**src/rtl/count_event_detector.sv**
```systemverilog
// -----------------------------------------------------------------------------
// count_event_detector
//
// Watches the value of a free-running/loadable up-counter and turns it into
// interval events for the rest of the design:
//   * wrap_pulse  - one-cycle pulse when the count goes from all-ones to zero
//   * match_pulse - one-cycle pulse when the count arrives at cmp_val while
//                   armed. A value that is already present when arming starts,
//                   or a counter stalled on cmp_val, does not produce extra pulses.
//   * evt_count   - saturating tally of match pulses, with sticky evt_sat
//
// Ports:
//   clk         rising-edge clock, shared with the counter
//   rst         asynchronous active-low reset
//   cnt_in      counter value being monitored      [WIDTH-1:0]
//   cmp_val     compare value, static while arm=1  [WIDTH-1:0]
//   arm         level enable for match detection; 0 forces IDLE
//   clr         synchronous clear of evt_count / evt_sat
//   match_pulse registered one-cycle match pulse
//   wrap_pulse  registered one-cycle wrap pulse
//   evt_count   saturating match tally             [EVT_W-1:0]
//   evt_sat     sticky, set once evt_count reaches all-ones
//   busy        1 while the match FSM is ARMED or HOLD
//   state_dbg   current match FSM state (0=IDLE, 1=ARMED, 2=HOLD)
//
// All outputs are registered, so events appear one clock after the edge
// that sampled the triggering cnt_in.
// -----------------------------------------------------------------------------
module count_event_detector #(
  parameter int WIDTH = 4,
  parameter int EVT_W = 8
) (
  input  logic             clk,
  input  logic             rst,
  input  logic [WIDTH-1:0] cnt_in,
  input  logic [WIDTH-1:0] cmp_val,
  input  logic             arm,
  input  logic             clr,
  output logic             match_pulse,
  output logic             wrap_pulse,
  output logic [EVT_W-1:0] evt_count,
  output logic             evt_sat,
  output logic             busy,
  output logic [1:0]       state_dbg
);

  typedef enum logic [1:0] {
    S_IDLE  = 2'd0,
    S_ARMED = 2'd1,
    S_HOLD  = 2'd2
  } state_t;

  localparam logic [WIDTH-1:0] CNT_MAX = {WIDTH{1'b1}};
  localparam logic [EVT_W-1:0] EVT_MAX = {EVT_W{1'b1}};
  localparam logic [EVT_W-1:0] EVT_ONE = EVT_W'(1);

  state_t           state_q,       state_d;
  logic [WIDTH-1:0] prev_cnt_q,    prev_cnt_d;
  logic             prev_valid_q,  prev_valid_d;
  logic             match_pulse_q, match_pulse_d;
  logic             wrap_pulse_q,  wrap_pulse_d;
  logic [EVT_W-1:0] evt_count_q,   evt_count_d;
  logic             evt_sat_q,     evt_sat_d;
  logic             busy_q,        busy_d;

  logic hit;
  assign hit = (cnt_in == cmp_val);

  // ---------------------------------------------------------------------------
  // Next-state and output computation
  // ---------------------------------------------------------------------------
  always_comb begin
    state_d       = state_q;
    match_pulse_d = 1'b0;
    prev_cnt_d    = cnt_in;
    prev_valid_d  = 1'b1;

    // Wrap only counts once a real previous sample exists, so the first
    // edge after reset can never fire.
    wrap_pulse_d = prev_valid_q && (prev_cnt_q == CNT_MAX) && (cnt_in == '0);

    // arm=0 overrides every transition.
    unique case (state_q)
      S_IDLE: begin
        if (arm) begin
          // A match already present when arming starts is not an arrival.
          state_d = hit ? S_HOLD : S_ARMED;
        end
      end
      S_ARMED: begin
        if (!arm) begin
          state_d = S_IDLE;
        end else if (hit) begin
          state_d       = S_HOLD;
          match_pulse_d = 1'b1;
        end
      end
      S_HOLD: begin
        if (!arm) begin
          state_d = S_IDLE;
        end else if (!hit) begin
          state_d = S_ARMED;
        end
      end
      default: state_d = S_IDLE;
    endcase

    busy_d = (state_d != S_IDLE);

    // Tally: clr beats a simultaneous increment (the pulse itself still goes
    // out). The count holds at all-ones rather than wrapping.
    evt_count_d = evt_count_q;
    evt_sat_d   = evt_sat_q;
    if (clr) begin
      evt_count_d = '0;
      evt_sat_d   = 1'b0;
    end else if (match_pulse_d) begin
      if (evt_count_q != EVT_MAX) begin
        evt_count_d = evt_count_q + EVT_ONE;
      end
      if ((evt_count_q == EVT_MAX) || (evt_count_q + EVT_ONE == EVT_MAX)) begin
        evt_sat_d = 1'b1;
      end
    end
  end

  // ---------------------------------------------------------------------------
  // State registers
  // ---------------------------------------------------------------------------
  always_ff @(posedge clk or negedge rst) begin
    if (!rst) begin
      state_q       <= S_IDLE;
      prev_cnt_q    <= '0;
      prev_valid_q  <= 1'b0;
      match_pulse_q <= 1'b0;
      wrap_pulse_q  <= 1'b0;
      evt_count_q   <= '0;
      evt_sat_q     <= 1'b0;
      busy_q        <= 1'b0;
    end else begin
      state_q       <= state_d;
      prev_cnt_q    <= prev_cnt_d;
      prev_valid_q  <= prev_valid_d;
      match_pulse_q <= match_pulse_d;
      wrap_pulse_q  <= wrap_pulse_d;
      evt_count_q   <= evt_count_d;
      evt_sat_q     <= evt_sat_d;
      busy_q        <= busy_d;
    end
  end

  assign match_pulse = match_pulse_q;
  assign wrap_pulse  = wrap_pulse_q;
  assign evt_count   = evt_count_q;
  assign evt_sat     = evt_sat_q;
  assign busy        = busy_q;
  assign state_dbg   = state_q;

endmodule
```
**config.mk**
```make
export PLATFORM = sky130hd
export DESIGN_NAME = count_event_detector
export DESIGN_NICKNAME = d
export VERILOG_FILES = /design/src/rtl/count_event_detector.sv
export SDC_FILE = /design/constraint.sdc
export NUM_CORES = 1
export LEC_CHECK = 0
export ABC_AREA = 1
export CELL_PAD_IN_SITES_DETAIL_PLACEMENT = 0
export CELL_PAD_IN_SITES_GLOBAL_PLACEMENT = 2
export CORE_MARGIN = 2
export CORE_UTILIZATION = 27
export CTS_CLUSTER_DIAMETER = 60
export DETAILED_ROUTE_END_ITERATION = 10
export GPL_TIMING_DRIVEN = 0
export PLACE_DENSITY = 0.75
export SYNTH_ARGS = -nofsm -noshare
export SYNTH_HDL_FRONTEND = slang
export SYNTH_SLANG_ARGS = --single-unit
```
**constraint.sdc**
```tcl
create_clock -name clk -period 1.6 [get_ports clk]
set_input_delay 0.32 -clock clk [delete_from_list [all_inputs] [get_ports clk]]
set_output_delay 0.32 -clock clk [all_outputs]
set_load 0.05 [all_outputs]
```
# [Yosys cells after proc, flatten, opt, wreduce, memory -nomap -nowiden]
# Cells that the tools add are included.
[word_totals] elab_cells=43 register_bits=19 out_inout_bits=14 input_bits=12
[op_classes] n_mux=16 reduce_logical=11 eq_ne=7 addsub=1
[op_table] operator="$mux W8" count=3
[op_table] operator="$eq A8 B8 Y1 const B" count=2
[op_table] operator="$mux W2" count=6
[op_table] operator="$add A8 B1 Y8 const B" count=1
[op_table] operator="$ne A8 B8 Y1 const B" count=1
[op_table] operator="$reduce_bool A2 Y1" count=4
[op_table] operator="$mux W1" count=6
[op_table] operator="$pmux W2 S3" count=1
[op_table] operator="$eq A4 B4 Y1" count=1
[op_table] operator="$eq A4 B4 Y1 const B" count=1
[op_table] operator="$logic_not A4 Y1" count=1
[op_table] operator="$reduce_and A2 Y1" count=2
[op_table] operator="$eq A2 B1 Y1 const B" count=1
[op_table] operator="$eq A2 B2 Y1 const B" count=1
[op_table] operator="$logic_and A1 B1 Y1" count=2
[op_table] operator="$logic_not A2 Y1" count=1
[op_table] operator="$logic_or A1 B1 Y1" count=1

# [Longest topological paths before layout]
[logic_depth] word_depth=6 depth_mapped=11 mapped_depth_nobuf=11

# [Worst setup path after synthesis]
# No wires, ideal clock.
[synth_path] path_kind="register to register" startpoint="reg evt_count_q[0], in the netlist evt_count[0]" endpoint="reg evt_count_q[0], in the netlist evt_count[0]" t_required_ns=1.455 stages_incl_launch_ff=11 period_less_slack_ns=1.796 arrival_ns=1.651 setup_slack_ns=-0.196 setup_time_ns=0.145 path_cell_list="dfrtp_1 ha_1 nand2_1 inv_1 nand2_2 nor2_4 inv_2 nand2_4 nor2_8 nor2_1 a21oi_2"
[synth_between] elab_chain_len=4 word_cells_on_any_way=7 cone_classes="1 x add/sub; 1 x eq/ne; 3 x mux; 2 x reduce/logical"
[synth_lines] element="start, declared" line="62" source="logic [EVT_W-1:0] evt_count_q, evt_count_d;"
[synth_lines] element="start signal, assigned" line="146" source="evt_count_q <= evt_count_d;"
[synth_lines] element="$add A8 B1 Y8" line="119" source="evt_count_d = evt_count_q + EVT_ONE;"
[synth_lines] element="$mux W8" line="118" source="if (evt_count_q != EVT_MAX) begin"
[synth_lines] element="$mux W8" line="117" source="end else if (match_pulse_d) begin"
[synth_lines] element="$mux W8" line="114" source="if (clr) begin"
# Parallel ways exist; a longest one is shown, timed or not. The select of a mux whose other input is x is not followed.
# A chain may end at the register's enable or synchronous reset.

# [Worst setup path in the final report]
[layout_path] startpoint="reg evt_count_q[0], in the netlist evt_count[0]" endpoint="out evt_count[0]"
[layout_lines] element="end, declared" line="41" source="output logic [EVT_W-1:0] evt_count,"
# No word-level cell between the ends.

==> results.cfg <==
[min_path]
min_path_type = primary input to register

[clock_network]
cts_tree = yes
clk_latency_ns = 0.29
clk_pin_slew_ns = 0.11
clk_path_buf_depth = 2
cts.sinks = 19
cts_root_buf = clkbuf_4
cts_made_buffers = 3
htree_levels = 1

[timing]
slew_headroom = 0.425
period_minus_slack_ns = 1.55
hold_violations = 0
setup_viol = 0
worstMarginPinSlew_ns = 0.859
worst_slack_ns = 0.0483
fin_hold_ws_ns = 0.212
fin_crit_sh = 0.970
maxSlewViolCount = 0
clock_skew_ns = 0.00210
maxClockFrequency_mhz = 644

[worst_setup_path]
path_class = register to output port
path_delay_family = flip-flops
cp.arrival_ns = 1.23
end_kind = output port
cpPeakStageDelay_ns = 0.47
path_max_fanout = 5
critical_path.cell_chain = buf_4 > clkdlybuf4s15_2
critical_path_required_ns = 1.28
critPathBufInv = 2
critPathSlowestCell = dfrtp_2
startpoint_type = register

[detailed_routing]
via_per_inst = 4.26
drt_first_iter_violations = 15
route.detailed.drc = 0
drt-pass1-iter-count = 2
ant_nets = 0
wire_per_inst_um = 10.6
routed-via-count = 796
wl_um = 1980

[finish]
drive_gt1_frac = 0.291
fin_area_sq_um = 1380
fin_nets = 156
num_antenna_cells = 0
fillers = 382
finalNonFillerCells = 187
areaGrowthSynthToFinish_pct = 45.6

[global_route]
grt_remaining_overflow = 0
grt_use_met2 = 0.178
met3_usage = 0.0179
track_usage = 0.105
grt_start_max_net_pins = 20
grt_pass1_wl_um = 3360
grt_pass1_vias = 784
met1_usage = 0.136
antenna_found_initial = 0
globalRoute.busiestLayer = met2

[synth]
avgSynthCellArea_sq_um = 8.88
synth_fp_nets = 121
yosys_most_used_dff = dfrtp_1
ys_ff_latch = 19
ys_top_cells_by_count = 19 x dfrtp_1, 19 x nand2_1, 13 x inv_1, 12 x nor2_1, 10 x nand3_1
synth_edf_count = 0
async_flop_share = 1.00
ys_types = 22
yosys.area.top_type = dfrtp_1
synthTopCellsByArea = dfrtp_1 50%, nand2_1 7.5%, nand3_1 5.3%, inv_1 5.1%, nor2_1 4.7%
syn_area_sq_um = 950
synth_top_area_frac = 0.501
syn_inst = 107
yosys_warnings = 0
ys_seq_area_frac = 0.501

[floorplanning]
die_area_sq_um = 4010
initial_core_util = 0.282
core_area_sq_um = 3360
rows = 21
ioPinCount = 26
die_w_um = 63.3
die_h_um = 63.3

[power]
power.leakage_nw = 0.683
total_power_w = 0.000953
powerDensity_nw_per_um2 = 689
irDropWorstVdd_uv = 301

[run_status]
outcome = completed

[place]
portBuffers = 25
dpl_cell_area_sq_um = 1270
detailed_place_hpwl_um = 1480
gp_congestion = 0.738
dp.cells = 178
pre_cts_slack_ns = -0.247

[flow_run]
drv_cap = 0
## registers in the layout, indices dropped and copies added (netlist names)
name	count
busy	1
evt_count	8
evt_sat	1
match_pulse	1
prev_cnt_q	4
prev_valid_q	1
state_dbg	2
wrap_pulse	1
## power by group
group          switching [W]  total (W)  internal (W)
registers          0.0000219   0.000524      0.000502
clock network       0.000144   0.000240     0.0000968
logic               0.000115   0.000189     0.0000738
## worst paths after layout
check	startpoint	to	slack, ns	depth (start not counted)
setup / recovery	evt_count[0]	evt_count[0]	0.05	2
max in group asynchronous	rst	evt_count[0]	0.51	1
min in group asynchronous	rst	evt_count[5]	0.51	1
hold reg to reg	evt_count[0]	evt_count[0]	0.52	1
setup reg to reg	evt_count[1]	evt_sat	0.12	10
hold / removal	cnt_in[2]	prev_cnt_q[2]	0.21	1
## what timing repair did
item | 4_1_cts | 5_1_grt
resized for setup | 20 | 27
setup buffers | 0 | 5
pin swaps | 0 | 10
endpoints found under the setup margin | 14 | 12
gates cloned | 0 | 0
hold buffers | 0 | 0
## layout by cell type, fill, tap and decap left out, drive strengths merged
cell type / netlist / routed
nand2: 24 / 24
dfrtp: 19 / 19
nor2: 16 / 16
inv: 14 / 14
nand3: 10 / 10
dlymetal6s2s: 0 / 8
dlygate4sd2: 0 / 8
o21ai: 7 / 7
clkbuf: 0 / 7
xor2: 5 / 5
buf: 0 / 5
clkdlybuf4s50: 0 / 3
a21oi: 3 / 3
clkdlybuf4s15: 0 / 3
nand4: 2 / 2
ha: 2 / 2
nand3b: 1 / 1
nor4: 1 / 1
nor3: 1 / 1
o31ai: 1 / 1
conb: 1 / 1
## cell type report
cell class / count / area, sq um / area share
sequential: 19 / 480 / 0.348
timing repair buffer: 30 / 285 / 0.206
multi-input combinational: 74 / 480 / 0.348
inverter: 14 / 52.6 / 0.0380
tap: 46 / 57.6 / 0.0416
clock buffer: 4 / 26.3 / 0.0190
## cells by family (layout without fill, tap and decap cells)
kind of cell	Yosys count	after routing	synth area share
simple gates	55	55	0.303
compound gates	11	11	0.0646
other cells	1	1	0.00395
xor+xnor	5	5	0.0461
fa+ha+maj	2	2	0.0263
flops	19	19	0.501
buf+inv	14	48	0.0553
## metal layers
metal  wire length (um)  share of wire
met1                934           0.47
met2                933           0.47
met3                 99          0.050
met4                 14         0.0071
met5                  0              0
## per-stage QoR
| stage | utilization | TNS, ns |
|---|---|---|
| after floorplan | - | 0 |
| after global placement | 0.379 | -2.01 |
| after detailed placement | 0.379 | -1.89 |
| after CTS | 0.384 | 0 |
| after global routing | 0.411 | -0.00465 |
| final | 0.411 | 0 |
No activity file was read; power rests on OpenSTA's default activity.
